## src/rtl/relogio_pkg.sv

```systemverilog
// Shared types and helpers for the hours/minutes/seconds clock.
package relogio_pkg;

  typedef enum logic [1:0] {RUN = 2'd0, SET_HOUR = 2'd1, SET_MIN = 2'd2} mode_t;

  localparam int BCD_W = 8;

  // Two-digit BCD image of a binary value in 0..99.
  function automatic logic [BCD_W-1:0] to_bcd(input int v);
    logic [3:0] t, u;
    t = 4'(v / 10);
    u = 4'(v % 10);
    return {t, u};
  endfunction

endpackage

```

## src/rtl/relogio_hms_param_bcd_mod_counter.sv

```systemverilog
// Two-digit BCD counter running 00..MOD-1 with increment and synchronous clear.
module bcd_mod_counter
  import relogio_pkg::*;
#(
  parameter int MOD = 60
) (
  input  logic             clk,
  input  logic             reset,
  input  logic             inc,
  input  logic             clr,
  output logic [BCD_W-1:0] out,
  output logic             at_max
);

  localparam logic [BCD_W-1:0] MAX_BCD = to_bcd(MOD - 1);

  if (MOD < 2 || MOD > 99) begin : g_mod_chk
    $error("bcd_mod_counter: MOD must be in 2..99");
  end

  logic [BCD_W-1:0] nxt;

  assign at_max = (out == MAX_BCD);

  // Clear has priority so a field can be zeroed even when an increment is pending.
  always_comb begin
    nxt = out;
    if (clr)
      nxt = '0;
    else if (inc) begin
      if (at_max)
        nxt = '0;
      else if (out[3:0] == 4'd9)
        nxt = {out[7:4] + 4'd1, 4'd0};
      else
        nxt = {out[7:4], out[3:0] + 4'd1};
    end
  end

  always_ff @(posedge clk or negedge reset) begin
    if (!reset) out <= '0;
    else        out <= nxt;
  end

endmodule

```

## src/rtl/relogio_hms_param.sv

```systemverilog
// Time-of-day counter: cascaded BCD fields, end-of-day pulse and a button-driven set mode.
module relogio_hms_param
  import relogio_pkg::*;
#(
  parameter int SEC_MOD  = 60,
  parameter int MIN_MOD  = 60,
  parameter int HOUR_MOD = 24
) (
  input  logic             clk,
  input  logic             reset,
  input  logic             tick_en,
  input  logic             mode_btn,
  input  logic             inc_btn,
  output logic [BCD_W-1:0] sec_bcd,
  output logic [BCD_W-1:0] min_bcd,
  output logic [BCD_W-1:0] hour_bcd,
  output logic             day_carry,
  output logic [1:0]       mode
);

  mode_t state, state_nxt;
  logic  run_tick, set_h, set_m, sec_clr;
  logic  sec_max, min_max, hour_max;
  logic  sec_inc, min_inc, hour_inc;

  always_ff @(posedge clk or negedge reset) begin
    if (!reset) state <= RUN;
    else        state <= state_nxt;
  end

  always_comb begin
    state_nxt = state;
    case (state)
      RUN:      if (mode_btn) state_nxt = SET_HOUR;
      SET_HOUR: if (mode_btn) state_nxt = SET_MIN;
      SET_MIN:  if (mode_btn) state_nxt = RUN;
      default:  state_nxt = RUN;
    endcase
  end

  // A mode press swallows any tick or increment arriving in the same cycle.
  assign run_tick = (state == RUN)      && tick_en && !mode_btn;
  assign set_h    = (state == SET_HOUR) && inc_btn && !mode_btn;
  assign set_m    = (state == SET_MIN)  && inc_btn && !mode_btn;
  assign sec_clr  = (state == SET_MIN)  && mode_btn;

  assign sec_inc  = run_tick;
  assign min_inc  = (run_tick && sec_max) || set_m;
  assign hour_inc = (run_tick && sec_max && min_max) || set_h;

  bcd_mod_counter #(.MOD(SEC_MOD)) u_sec (
    .clk(clk), .reset(reset), .inc(sec_inc), .clr(sec_clr),
    .out(sec_bcd), .at_max(sec_max)
  );

  bcd_mod_counter #(.MOD(MIN_MOD)) u_min (
    .clk(clk), .reset(reset), .inc(min_inc), .clr(1'b0),
    .out(min_bcd), .at_max(min_max)
  );

  bcd_mod_counter #(.MOD(HOUR_MOD)) u_hour (
    .clk(clk), .reset(reset), .inc(hour_inc), .clr(1'b0),
    .out(hour_bcd), .at_max(hour_max)
  );

  always_ff @(posedge clk or negedge reset) begin
    if (!reset) day_carry <= 1'b0;
    else        day_carry <= run_tick && sec_max && min_max && hour_max;
  end

  assign mode = state;

endmodule

```

## config.mk

```make
export PLATFORM = sky130hd
export DESIGN_NAME = relogio_hms_param
export DESIGN_NICKNAME = d
export VERILOG_FILES = /design/src/rtl/relogio_pkg.sv /design/src/rtl/relogio_hms_param_bcd_mod_counter.sv /design/src/rtl/relogio_hms_param.sv
export SDC_FILE = /design/constraint.sdc
export NUM_CORES = 1
export LEC_CHECK = 0
export CAP_MARGIN = 10
export CORE_MARGIN = 4
export CORE_UTILIZATION = 37
export DETAILED_ROUTE_END_ITERATION = 6
export GPL_TIMING_DRIVEN = 0
export MAX_ROUTING_LAYER = met4
export SLEW_MARGIN = 30
export SYNTH_ARGS = -nofsm -noshare
export SYNTH_HDL_FRONTEND = slang
export SYNTH_SLANG_ARGS = --single-unit
```

## constraint.sdc

```tcl
create_clock -name clk -period 2 [get_ports clk]
set_input_delay 0.6 -clock clk [delete_from_list [all_inputs] [get_ports clk]]
set_output_delay 0.6 -clock clk [all_outputs]
set_load 0.005 [all_outputs]
```

### Word-level counts from Yosys, hierarchy flattened

Cells that the tools add are included.

| word-level totals | value |
|---|---|
| bits in registers | 27 |

| cells by class | value |
|---|---|
| add/subtract/negate cells | 6 |
| eq/ne operators | 11 |
| muxes and demuxes | 12 |
| reductions and logical operators | 22 |

Operators with widths:

| operator | count |
|---|---|
| 2-to-1 mux 8 bit | 8 |
| adder 4 x 1 -> 4 bit (second input constant) | 6 |
| equality test 8 x 7 -> 1 bit (second input constant) | 2 |
| equality test 4 bit (second input constant) | 3 |
| logical AND 1 bit | 10 |
| equality test 8 x 6 -> 1 bit (second input constant) | 1 |
| 2-to-1 mux 2 bit | 3 |
| inequality test 2 bit (second input constant) | 3 |
| case mux 2 bit (3 select lines) | 1 |
| AND reduction 2 bit | 3 |
| nonzero test 2 bit | 3 |
| AND reduction 3 bit | 1 |
| nonzero test 3 bit | 1 |
| equality test 2 x 1 -> 1 bit (second input constant) | 1 |
| equality test 2 bit (second input constant) | 1 |
| logical NOT 2 bit | 1 |
| logical OR 1 bit | 2 |
| logical NOT 1 bit | 1 |

### Depth between registers and ports, before layout

| depth | value |
|---|---|
| depth in word-level cells | 7 |
| depth in mapped cells | 8 |
| gate-level depth less buffers | 7 |

### Hierarchy

From an unflattened synthesis, not the netlist that was laid out.

| unflattened totals | value |
|---|---|
| cell total of the unflattened synthesis | 168 |
| area, all modules | 1,701.6 µm² |

Modules (own cells, without submodules):

| module | instances | cells an instance | area an instance (µm²) | seq. area each (µm²) |
|---|---|---|---|---|
| bcd_mod_counter (u_min ...) | 2 | 49 | 494.2 | 200.2 |
| bcd_mod_counter (u_hour) | 1 | 53 | 524.3 | 200.2 |
| relogio_hms_param | 1 | 17 | 188.9 | 75.1 |

### Worst setup path before layout

Ideal clock, no wire load.

| path | value |
|---|---|
| kind | in2reg |
| start point | input port mode_btn |
| end point | register u_hour.out[2] |
| library setup time | 0.125 ns |
| arrival time | 1.894 ns |
| setup slack | -0.019 ns |
| stages on the path | 7 |
| buffers on the path | 2 |
| path through | buf_6 nor4b_4 and3_1 a32o_2 buf_6 nand2_2 mux2_4 |

| on the way | value |
|---|---|
| cells in the longest elaborated chain, start to end | 5 |

RTL lines:

| element | RTL line | text |
|---|---|---|
| start: declaration | relogio_hms_param.sv:12 | `input logic mode_btn,` |
| logical NOT 1 bit (*) | relogio_hms_param.sv:42, relogio_hms_param.sv:43 |  |
| logical AND 1 bit | relogio_hms_param.sv:42 | `assign run_tick = (state == RUN) && tick_en && !mode_btn;` |
| logical AND 1 bit (2 in a row) | relogio_hms_param.sv:49 | `assign hour_inc = (run_tick && sec_max && min_max) \|\| set_h;` |
| logical OR 1 bit (*) | relogio_hms_param.sv:49 |  |
| end signal: assignment | relogio_hms_param_bcd_mod_counter.sv:42 | `else out <= nxt;` |
| end: declaration | relogio_hms_param_bcd_mod_counter.sv:11 | `output logic [BCD_W-1:0] out,` |

Every way passes the cells marked *; elsewhere a longest branch is shown, timed or not.
A chain may end at the register's enable or synchronous reset.

### Worst setup path in the final report

| path | value |
|---|---|
| start point | register u_sec.out[0] |
| end point | register u_hour.out[2] |

| on the way | value |
|---|---|
| cells in the longest elaborated chain, start to end | 4 |

RTL lines:

| element | RTL line | text |
|---|---|---|
| start: declaration | relogio_hms_param_bcd_mod_counter.sv:11 |  |
| start signal: assignment | relogio_hms_param_bcd_mod_counter.sv:42 |  |
| equality test 8 x 7 -> 1 bit | relogio_hms_param_bcd_mod_counter.sv:23 | `assign at_max = (out == MAX_BCD);` |
| logical AND 1 bit (2 in a row) | relogio_hms_param.sv:49 |  |
| logical OR 1 bit | relogio_hms_param.sv:49 |  |

No other way between the ends.

==> results.toml <==
[clock_tree]
clkTransAtPathRegs_ps = 90
cts_tree = "done"
cts_inserted_buffers = 3
cts_root_buf = "clkbuf_8"
clkLatencyLatePin_ps = 270
h-tree-depth = 1
clock_sinks = 27
ctsLongestPathBuffers = 2
holdBufCountCts = 0

[worst_hold_path]
min-delay-path-class = "in2async"

[floorplan]
io_pins = 32
placementRows = 23
fp.dieH_um = 73.0
core-area_um2 = 4060
start_util_pct = 38.5
die_area_um2 = 5330
dieWidth_um = 73.0

[final_layout]
drive_gt1_share_pct = 18.5
stdcell_count = 245
diodes = 0
final_cell_mix = "28 x clkdlybuf4s50_1, 23 x dfrtp_1, 17 x nand2_1, 12 x ha_1, 10 x nor2_1"
fillerInstances = 357
synthToLayoutAreaGrowth_pct = 32.5
nNetsFinal = 213
final_common_cell = "clkdlybuf4s50_1"

[global_route]
grt_pass1_vias = 1185
grt_usage_pct = 12.9
grt_max_degree = 28
antenna_found_initial = 0
grt_pass1_wl_um = 5350
grt_overflow = 0

[worst_setup_path]
startpoint_type = "flop"
reg2regPathDepth = 7
worst-setup-path-type = "reg2reg"
r2r_slack_ps = 80
r2r_start = "u_sec.out[0]"
end_kind = "flop"
arrival_ps = 2080
r2r_end = "u_hour.out[2]"
required_ps = 2160
path_max_fanout = 6

[route]
drt-total-wl_um = 3100
m1WireLength_um = 1400
vias_per_cell = 5.06
dr_wl_met2_um = 1560
routed.top_layer = "met4"
vias = 1239
post-route-drc-count = 0
drt_iter0_drc = 24
wl_per_cell_um = 12.6
firstDrtPassIters = 5
dr_wl_met3_um = 121
ant_nets = 0

[yosys]
netlist_instances = 152
synth-seq-cells = 27
syn-mean-instance-area_um2 = 10.3
yosysSeqAreaShare_pct = 43.2
synth_largest_area_cell = "dfrtp_1"
synth_top_area_share_pct = 43.2
synth_area_leaders = "dfrtp_1 43%, ha_1 9.6%, nand2_1 4.1%"
synth_warnings = 0
syn_area_um2 = 1560
synth_ff_type = "dfrtp_1"
ys_types = 44
synth-edff-count = 0
syn-num-nets = 169
async_flop_share_pct = 100

[status]
outcome = "complete, no violations"

[timing]
tightest_slew_ps = 614
fin_crit_ps = 1920
hold_viol_final = 0
clock_skew_ps = 2.90
fmax_mhz = 520
drv_slew = 0
relSlewSlack_pct = 59.1
finalSetupViolCount = 0
period_share_pct = 96.2

[placement]
gp_congestion = 0.812
port_buffers = 30
placed_cells = 232
dp_hpwl_um = 2320

[power]
cellPowerDensity_nw_per_um2 = 1060
p_leak_nw = 0.921
peakVddDrop_uv = 461
total_power_mw = 2.21

[job]
drv_cap = 0
[cell usage after synthesis, drive strengths merged, types with 2 or more instances]
cell type   n
nor2b       6
nand4       2
xnor2       3
a21oi       3
buf         2
mux2        5
nand3       7
dfrtp      27
inv         8
a21o        3
o31ai       2
nor3        2
nor2       10
o21ai      10
a31oi       2
and2        2
nand3b      2
or3b        2
and3b       4
nand2      18
ha         12
nor4b       3
and3        4
[through the flow]
| step | instance area (um2) | util [%] | TNS, ps | worst slack [ps] | hold WS, ps |
|---|---|---|---|---|---|
| 6_report | 2070 | 51.1 | 0 | 76.7 | 331 |
| 5_1_grt | 2070 | 51.1 | -1.61 | -1.61 | 379 |
| 4_1_cts | 2020 | 49.7 | 0 | 1.84 | 361 |
| 3_5_place_dp | 1920 | 47.4 | -5870 | -473 | 507 |
| 3_3_place_gp | 1930 | 47.5 | -8970 | -438 | 485 |
| 2_1_floorplan | 1560 | - | 0 | 37.5 | 304 |
[state kept, by name (all words and copies together), names as in the netlist]
| signal | count |
|---|---|
| day_carry | 1 |
| mode | 2 |
| u_hour.out | 8 |
| u_min.out | 8 |
| u_sec.out | 8 |
[what timing repair did]
action,in CTS,in global routing
gates resized for setup,3,8
setup buffers,4,5
endpoints found under the hold margin,0,0
setup endpoints to repair,12,9
cloned,0,0
pin swaps,3,0
[critical path, stage by stage, from the launching register on]
cell	delay, ps
dfrtp_2	440
ha_1	210
and3b_2	250
and3_4	180
a32o_2	240
buf_6	140
nand2_2	70
mux2_4	290
[cells by family (layout without fill, tap and decap cells)]
family | Yosys count | count (layout) | share of synthesized area, %
mux | 6 | 6 | 4.48
fa+ha+maj | 12 | 12 | 9.60
simple gates | 66 | 66 | 25.0
flops | 27 | 27 | 43.2
compound gates | 27 | 27 | 12.1
xor+xnor | 4 | 4 | 2.24
buf+inv | 10 | 53 | 3.36
[power by group]
group          total (mW)  switching [mW]  internal (mW)
Sequential          0.926           0.216          0.710
Combinational       0.977           0.374          0.602
Clock               0.304           0.162          0.142
[how the worst max path moves through the flow]
stage	start	end	slack, ps	cells past startpoint
floorplan	mode_btn	u_hour.out[2]	40	7
global placement	tick_en	u_min.out[7]	-440	6
detailed placement	tick_en	u_min.out[7]	-470	6
CTS	u_sec.out[0]	u_hour.out[4]	2	8
global route	u_min.out[1]	u_hour.out[4]	-2	9
finish	u_sec.out[0]	u_hour.out[2]	80	7
[layout make-up]
type	count	area, um2	share of cell area (%)
multi-input cells	115	857	41.4
flip-flops and latches	27	681	32.9
well taps	50	62.6	3.02
repair buffers	39	374	18.1
inverters	8	30.0	1.45
plain buffers	2	22.5	1.09
clock buffers	4	45.0	2.17
[layer usage]
metal / GRT usage [%] / vias up
met2: 22.7 / 28
met5: - / -
met1: 14.9 / 582
met4: 2.46 / 0
li1: - / 627
met3: 2.89 / 2
(Power assumes the default switching activity.)
